==> src/rtl/onehot_seq_decoder.sv <==
// onehot_seq_decoder
// -----------------------------------------------------------------------------
// Registered one-hot decoder with a built-in scan sequencer. An IW-bit index
// is decoded into a 2**IW-wide one-hot select, either on demand through a
// valid/ready load port (direct mode) or by stepping through every output
// with a programmable dwell time (scan mode).
//
// Optional feature: define DCD_SCAN_MASK_EN to add the `mask` port. Scan then
// skips masked outputs. With it undefined the scan visits every index in order.
//
// Ports:
//   clk         rising-edge clock
//   rst         asynchronous active-high reset
//   en          block enable; 0 forces IDLE and clears the select
//   mode        0 = direct, 1 = scan
//   load_valid  load request, qualifies load_idx
//   load_ready  high in IDLE and DIRECT; a function of the state only
//   load_idx    index to decode, or scan start index
//   dwell       scan hold time; each output is held for dwell+1 cycles
//   mask        (DCD_SCAN_MASK_EN only) bit k=1 makes the scan skip output k
//   y           registered one-hot (or all-zero) select
//   idx         registered index currently decoded
//   y_valid     registered; high when y has exactly one bit set
//   wrap        registered one-cycle pulse when the scan steps back to a
//               numerically lower or equal index
// -----------------------------------------------------------------------------
module onehot_seq_decoder #(
    parameter int IW      = 4,
    parameter int DWELL_W = 8
) (
    input  logic                  clk,
    input  logic                  rst,
    input  logic                  en,
    input  logic                  mode,
    input  logic                  load_valid,
    output logic                  load_ready,
    input  logic [IW-1:0]         load_idx,
    input  logic [DWELL_W-1:0]    dwell,
`ifdef DCD_SCAN_MASK_EN
    input  logic [(2**IW)-1:0]    mask,
`endif
    output logic [(2**IW)-1:0]    y,
    output logic [IW-1:0]         idx,
    output logic                  y_valid,
    output logic                  wrap
);

    localparam int N = 2 ** IW;
    localparam logic [N-1:0] ONE = {{(N-1){1'b0}}, 1'b1};

    typedef enum logic [1:0] {
        ST_IDLE   = 2'd0,
        ST_DIRECT = 2'd1,
        ST_SCAN   = 2'd2
    } state_t;

    state_t               state_r;
    logic [DWELL_W-1:0]   cnt_r;

    logic [N-1:0]         scan_mask_s;
    logic                 scan_any_s;
    logic [IW-1:0]        start_raw_s;
    logic [IW-1:0]        start_idx_s;
    logic [IW-1:0]        next_idx_s;
    logic                 next_wrap_s;

    // One-hot encoding of an index.
    function automatic logic [N-1:0] onehot(input logic [IW-1:0] i);
        onehot = ONE << i;
    endfunction

    // First unmasked index at or after base, circularly. The loop runs from
    // the farthest offset down so the nearest hit is the last one written.
    // Returns base when every bit is masked; callers gate that case.
    function automatic logic [IW-1:0] find_free(input logic [IW-1:0] base,
                                                input logic [N-1:0]  msk);
        logic [IW-1:0] cand;
        find_free = base;
        for (int k = N - 1; k >= 0; k--) begin
            cand      = base + IW'(k);
            find_free = msk[cand] ? find_free : cand;
        end
    endfunction

`ifdef DCD_SCAN_MASK_EN
    assign scan_mask_s = mask;
`else
    assign scan_mask_s = {N{1'b0}};
`endif

    assign scan_any_s  = ~(&scan_mask_s);
    assign start_raw_s = load_valid ? load_idx : {IW{1'b0}};
    assign start_idx_s = scan_any_s ? find_free(start_raw_s, scan_mask_s) : start_raw_s;
    // Nearest unmasked index strictly above idx: search starts at idx+1 and
    // comes round to idx itself last, so a single-entry scan revisits idx.
    assign next_idx_s  = find_free(idx + IW'(1), scan_mask_s);
    assign next_wrap_s = (next_idx_s <= idx);

    assign load_ready  = (state_r == ST_IDLE) || (state_r == ST_DIRECT);

    // State machine, dwell counter and all registered outputs.
    always_ff @(posedge clk or posedge rst) begin
        if (rst) begin
            state_r <= ST_IDLE;
            cnt_r   <= {DWELL_W{1'b0}};
            y       <= {N{1'b0}};
            idx     <= {IW{1'b0}};
            y_valid <= 1'b0;
            wrap    <= 1'b0;
        end else if (!en) begin
            // Disable wins over everything; idx deliberately holds.
            state_r <= ST_IDLE;
            y       <= {N{1'b0}};
            y_valid <= 1'b0;
            wrap    <= 1'b0;
        end else begin
            case (state_r)
                ST_IDLE: begin
                    wrap <= 1'b0;
                    if (mode) begin
                        state_r <= ST_SCAN;
                        cnt_r   <= dwell;
                        idx     <= start_idx_s;
                        y       <= scan_any_s ? onehot(start_idx_s) : {N{1'b0}};
                        y_valid <= scan_any_s;
                    end else if (load_valid) begin
                        state_r <= ST_DIRECT;
                        idx     <= load_idx;
                        y       <= onehot(load_idx);
                        y_valid <= 1'b1;
                    end else begin
                        y       <= {N{1'b0}};
                        y_valid <= 1'b0;
                    end
                end
                ST_DIRECT: begin
                    wrap <= 1'b0;
                    if (mode) begin
                        // Scan continues from the displayed index; any load
                        // presented on this cycle is dropped.
                        state_r <= ST_SCAN;
                        cnt_r   <= dwell;
                    end else if (load_valid) begin
                        idx     <= load_idx;
                        y       <= onehot(load_idx);
                        y_valid <= 1'b1;
                    end else begin
                        y       <= onehot(idx);
                        y_valid <= 1'b1;
                    end
                end
                ST_SCAN: begin
                    if (!mode) begin
                        // Direct mode ignores the mask, so the held index is
                        // shown even if the scan had it blanked.
                        state_r <= ST_DIRECT;
                        y       <= onehot(idx);
                        y_valid <= 1'b1;
                        wrap    <= 1'b0;
                    end else if (cnt_r != {DWELL_W{1'b0}}) begin
                        cnt_r <= cnt_r - DWELL_W'(1);
                        wrap  <= 1'b0;
                    end else begin
                        cnt_r <= dwell;
                        if (scan_any_s) begin
                            idx     <= next_idx_s;
                            y       <= onehot(next_idx_s);
                            y_valid <= 1'b1;
                            wrap    <= next_wrap_s;
                        end else begin
                            y       <= {N{1'b0}};
                            y_valid <= 1'b0;
                            wrap    <= 1'b0;
                        end
                    end
                end
                default: begin
                    state_r <= ST_IDLE;
                    y       <= {N{1'b0}};
                    y_valid <= 1'b0;
                    wrap    <= 1'b0;
                end
            endcase
        end
    end

endmodule

==> config.mk <==
export PLATFORM = sky130hd
export DESIGN_NAME = onehot_seq_decoder
export DESIGN_NICKNAME = d
export VERILOG_FILES = /design/src/rtl/onehot_seq_decoder.sv
export SDC_FILE = /design/constraint.sdc
export NUM_CORES = 1
export LEC_CHECK = 0
export ABC_CLOCK_PERIOD_IN_PS = 2450
export BUFFER_PORTS_ARGS = -buffer_cell sky130_fd_sc_hd__buf_2
export CORE_AREA = 2 2 53 92
export CTS_BUF_LIST = sky130_fd_sc_hd__clkbuf_8
export CTS_CLUSTER_DIAMETER = 30
export DETAILED_ROUTE_END_ITERATION = 10
export DIE_AREA = 0 0 55 94
export PLACE_DENSITY = 0.76
export SLEW_MARGIN = 20
export SYNTH_ARGS = -nofsm -noshare
export SYNTH_HDL_FRONTEND = slang
export SYNTH_SLANG_ARGS = --single-unit
==> constraint.sdc <==
create_clock -name clk -period 2.45 [get_ports clk]
set_input_delay 0.245 -clock clk [delete_from_list [all_inputs] [get_ports clk]]
set_output_delay 0.245 -clock clk [all_outputs]
set_load 0.02 [all_outputs]
==> metrics.md <==
| Metric | Value |
|---|---|
| Outcome | complete, no violations |
| Final Slew Violations | 0 |
| Leakage | 1.24 nW |
| Placed wire-length estimate | 4960 um |
| Switching pwr | around 0.0013 W |
| Setup Viol. Count Final | 0 |
| Drt wl/cell | 17.3 um |
| Post-synth EDFFs | 0 |
| Clock skew | around 4.2 ps |
| CTS clk-pin slew, worst paths | 70 ps |
| Die width | 55 um |
| Mapped Cells | 279 |
| Pint | 0.00137 W |
| Top Ports | 40 |
| Leading cell types in the layout, fill and taps excluded | 41 x nand2_1, 39 x buf_2, 32 x dfrtp_1 |
| Post-Syn Area per Cell | 8.48 um2 |
| Pwr Total | 0.00263 W |
| Critical path arrival | 2390 ps |
| Layout cells sized above 1 | 20.8% |
| Maximum vdd drop | 569 uV |
| # H-tree levels | 2 |
| Post-synth cell types | 57 |
| Cells along the critical path | inv_1, ha_1, and2b_2, a211o_1, nor3_4, o31ai_1, a22o_1 |
| Area grow syn2layout | 13.2% |
| Top delay family on crit path | compound AO/OA/AOI/OAI gates |
| DIE AREA | ~5200 um2 |
| Tcrit/Tclk final | 90.4% |
| Drt first pass iters | 4 |
| Max-cap viol count | 0 |
| WP data required | 2620 ps |
| Clock share of power | 14.5% |
| Worst-skew pair later-pin latency | approximately 280 ps |
| Die height | 94 um |
| Clock buffer count from CTS | 5 |
| Syn Nets | ~310 |
| Most used routing layer | met2 |
| Met1 usage | 26.7% |
| Starting DRC count in detailed routing | between 50 and 60 |
| Sink Count | 32 |
| Slowest cell on crit path | dfrtp_1 |
| Hold Crit Class | in2async |
| Post-route setup TNS | 0 ps |
| PnR worst setup slack | 235 ps |
| # rows | 32 |
| DRC violations left | 0 |
| Reg2reg path depth | 7 |
| Setup CP Type | reg2reg |
| Switching Share | 48.0% |
| Via count | around 2200 |
| Seq cells post-synth | 32 |
| Core box area | between 4000 and 5000 um2 |
| RSZ-0062 raised after global routing | no |
| Postcts setup bufs | 0 |
| Slew HR | between 60% and 70% |
| Initial antenna violation count | 0 |
| CTS max path bufs | 2 |
| I/O Buffers | 39 |
| Reg power frac | 31.9% |
| Post-route minimum period | 2220 ps |
| Post-route ant nets | 0 |
| Via density | between 6 and 7 |
| Root Buffer | clkbuf_8 |
| Crit path capture type | flip-flop |
| Filler cell count | between 400 and 500 |
| Final hold violations | 0 |
| Post-place setup slack | 259 ps |
| Post-CTS resize count | 0 |
| Hold-fix buffers at CTS | 0 |
| Ys async rst share | 100% |
| Total Routing Usage GR | 26.9% |
| Sequential-to-total area share from yosys stat | 33.8% |
| CP startpoint kind | flip-flop |
| Largest net degree at the start of global routing | 33 |
| Cell area after synthesis | 2370 um2 |
| Combinational Power Share | between 50 and 60% |
| Slew @ Worst Pin | 545 ps |
| Met2 usage | 48.6% |
| Crit-path max FO | 10 |
| Top_reg_cell synth | dfrtp_1 |
| Reg2reg start | state_r[0] |
| Placer Congestion | roughly 0.90 |
| Total grt overflow | 0 |
| Routed WL | roughly 6400 um |
| # nets final | 350 |
| F_max | 0.451 GHz |
| Most common cell after layout, fill and taps aside | nand2_1 |
| Initial Utilization | 53.7% |
| First-pass GRT wire length | roughly 10000 um |
| Power Density | a little under 1000 nW/um2 |
| ANT cells | 0 |
| Worst R2R Setup Slack | 230 ps |
| Yosys Warn Count | 0 |
| CP Buf/Inv Count | 1 |
| R2r endpoint | idx[2] |
| Vias in the first global route | 2252 |
| GR Util met3 | under 10% |
| CP peak stage delay | 440 ps |
| TritonCTS clock tree | yes |
Yosys cell counts, types with 3 or more instances:
master | number | area share (%)
a22oi_1 | 9 | 2.9
ha_1 | 15 | 7.9
o22ai_1 | 3 | 0.79
nor2b_1 | 7 | 1.8
nand3_1 | 9 | 1.9
a32oi_1 | 3 | 1.1
a221oi_1 | 4 | 1.5
o21ai_0 | 23 | 4.9
o31ai_1 | 3 | 0.95
inv_1 | 17 | 2.7
nand2b_1 | 5 | 1.3
a21oi_1 | 13 | 2.7
clkbuf_1 | 8 | 1.3
dfrtp_1 | 32 | 34
o2bb2ai_1 | 3 | 1.1
o32ai_1 | 3 | 1.1
nand2_1 | 41 | 6.5
nor3_1 | 5 | 1.1
nor2_1 | 23 | 3.6
per-layer routing:
| metal | part of all wire, % | vias to the layer above | wire length (um) |
|---|---|---|---|
| li1 | - | 1086 | - |
| met4 | 4.9 | 0 | 311 |
| met1 | 36 | 1038 | 2290 |
| met5 | 0 | - | 0 |
| met3 | 4.2 | 25 | 271 |
| met2 | 55 | 74 | 3510 |
logic make-up after synthesis:
group	count (synthesis)	share of synthesized area [%]
simple gates	107	23.4
compound gates	89	26.5
buf+inv	32	6.82
flops	32	33.8
fa+ha+maj	15	7.93
xor+xnor	3	1.11
mux	1	0.423
final cells by class:
type	count	area [um2]	share of cell area, %
Multi-Input combinational cell	215	1410	52.5
Sequential cell	32	801	29.9
Timing Repair Buffer	47	268	10.0
Clock buffer	5	68.8	2.57
Inverter	17	63.8	2.38
Tap cell	51	63.8	2.38
Clock inverter	2	8.76	0.327
tightest hold or removal path: cells and delay by family:
kind | cells | cell delay (ps)
buffers and inverters | 3 | 490
worst max-delay path by stage:
stage	from	endpoint	slack, ps	cells after the start
after floorplan	state_r[0]	idx[2]	460	8
after global placement	state_r[0]	idx[2]	310	7
after detailed placement	state_r[0]	idx[2]	260	7
after CTS	state_r[0]	idx[2]	240	7
after global routing	state_r[1]	y[1]	70	7
final	state_r[0]	idx[2]	230	7
power by group through the flow:
stage | logic [W] | registers (W) | clock network [W]
5_1_grt | 0.00156 | 0.000860 | 0.000410
6_report | 0.00141 | 0.000839 | 0.000381
3_3_place_gp | 0.00139 | 0.000837 | 0
2_1_floorplan | 0.00101 | 0.000863 | 0
4_1_cts | 0.00141 | 0.000838 | 0.000393
3_5_place_dp | 0.00140 | 0.000847 | 0
stage by stage:
stage | instances | instance area (um2) | hold WS [ps] | utilization (%)
finish | 369 | 2680 | 38.5 | 60.8
detailed placement | 362 | 2600 | 355 | 59.1
floorplan | 279 | 2370 | 361 | -
CTS | 369 | 2680 | 49.1 | 60.8
global placement | 362 | 2600 | 346 | 59.1
global route | 369 | 2680 | 90.0 | 60.8
flip-flops by register name, indices dropped and copies added (netlist names):
register,count
idx,4
state_r,2
y,16
wrap,1
cnt_r,8
y_valid,1
Power figures use the tool's default switching activity.
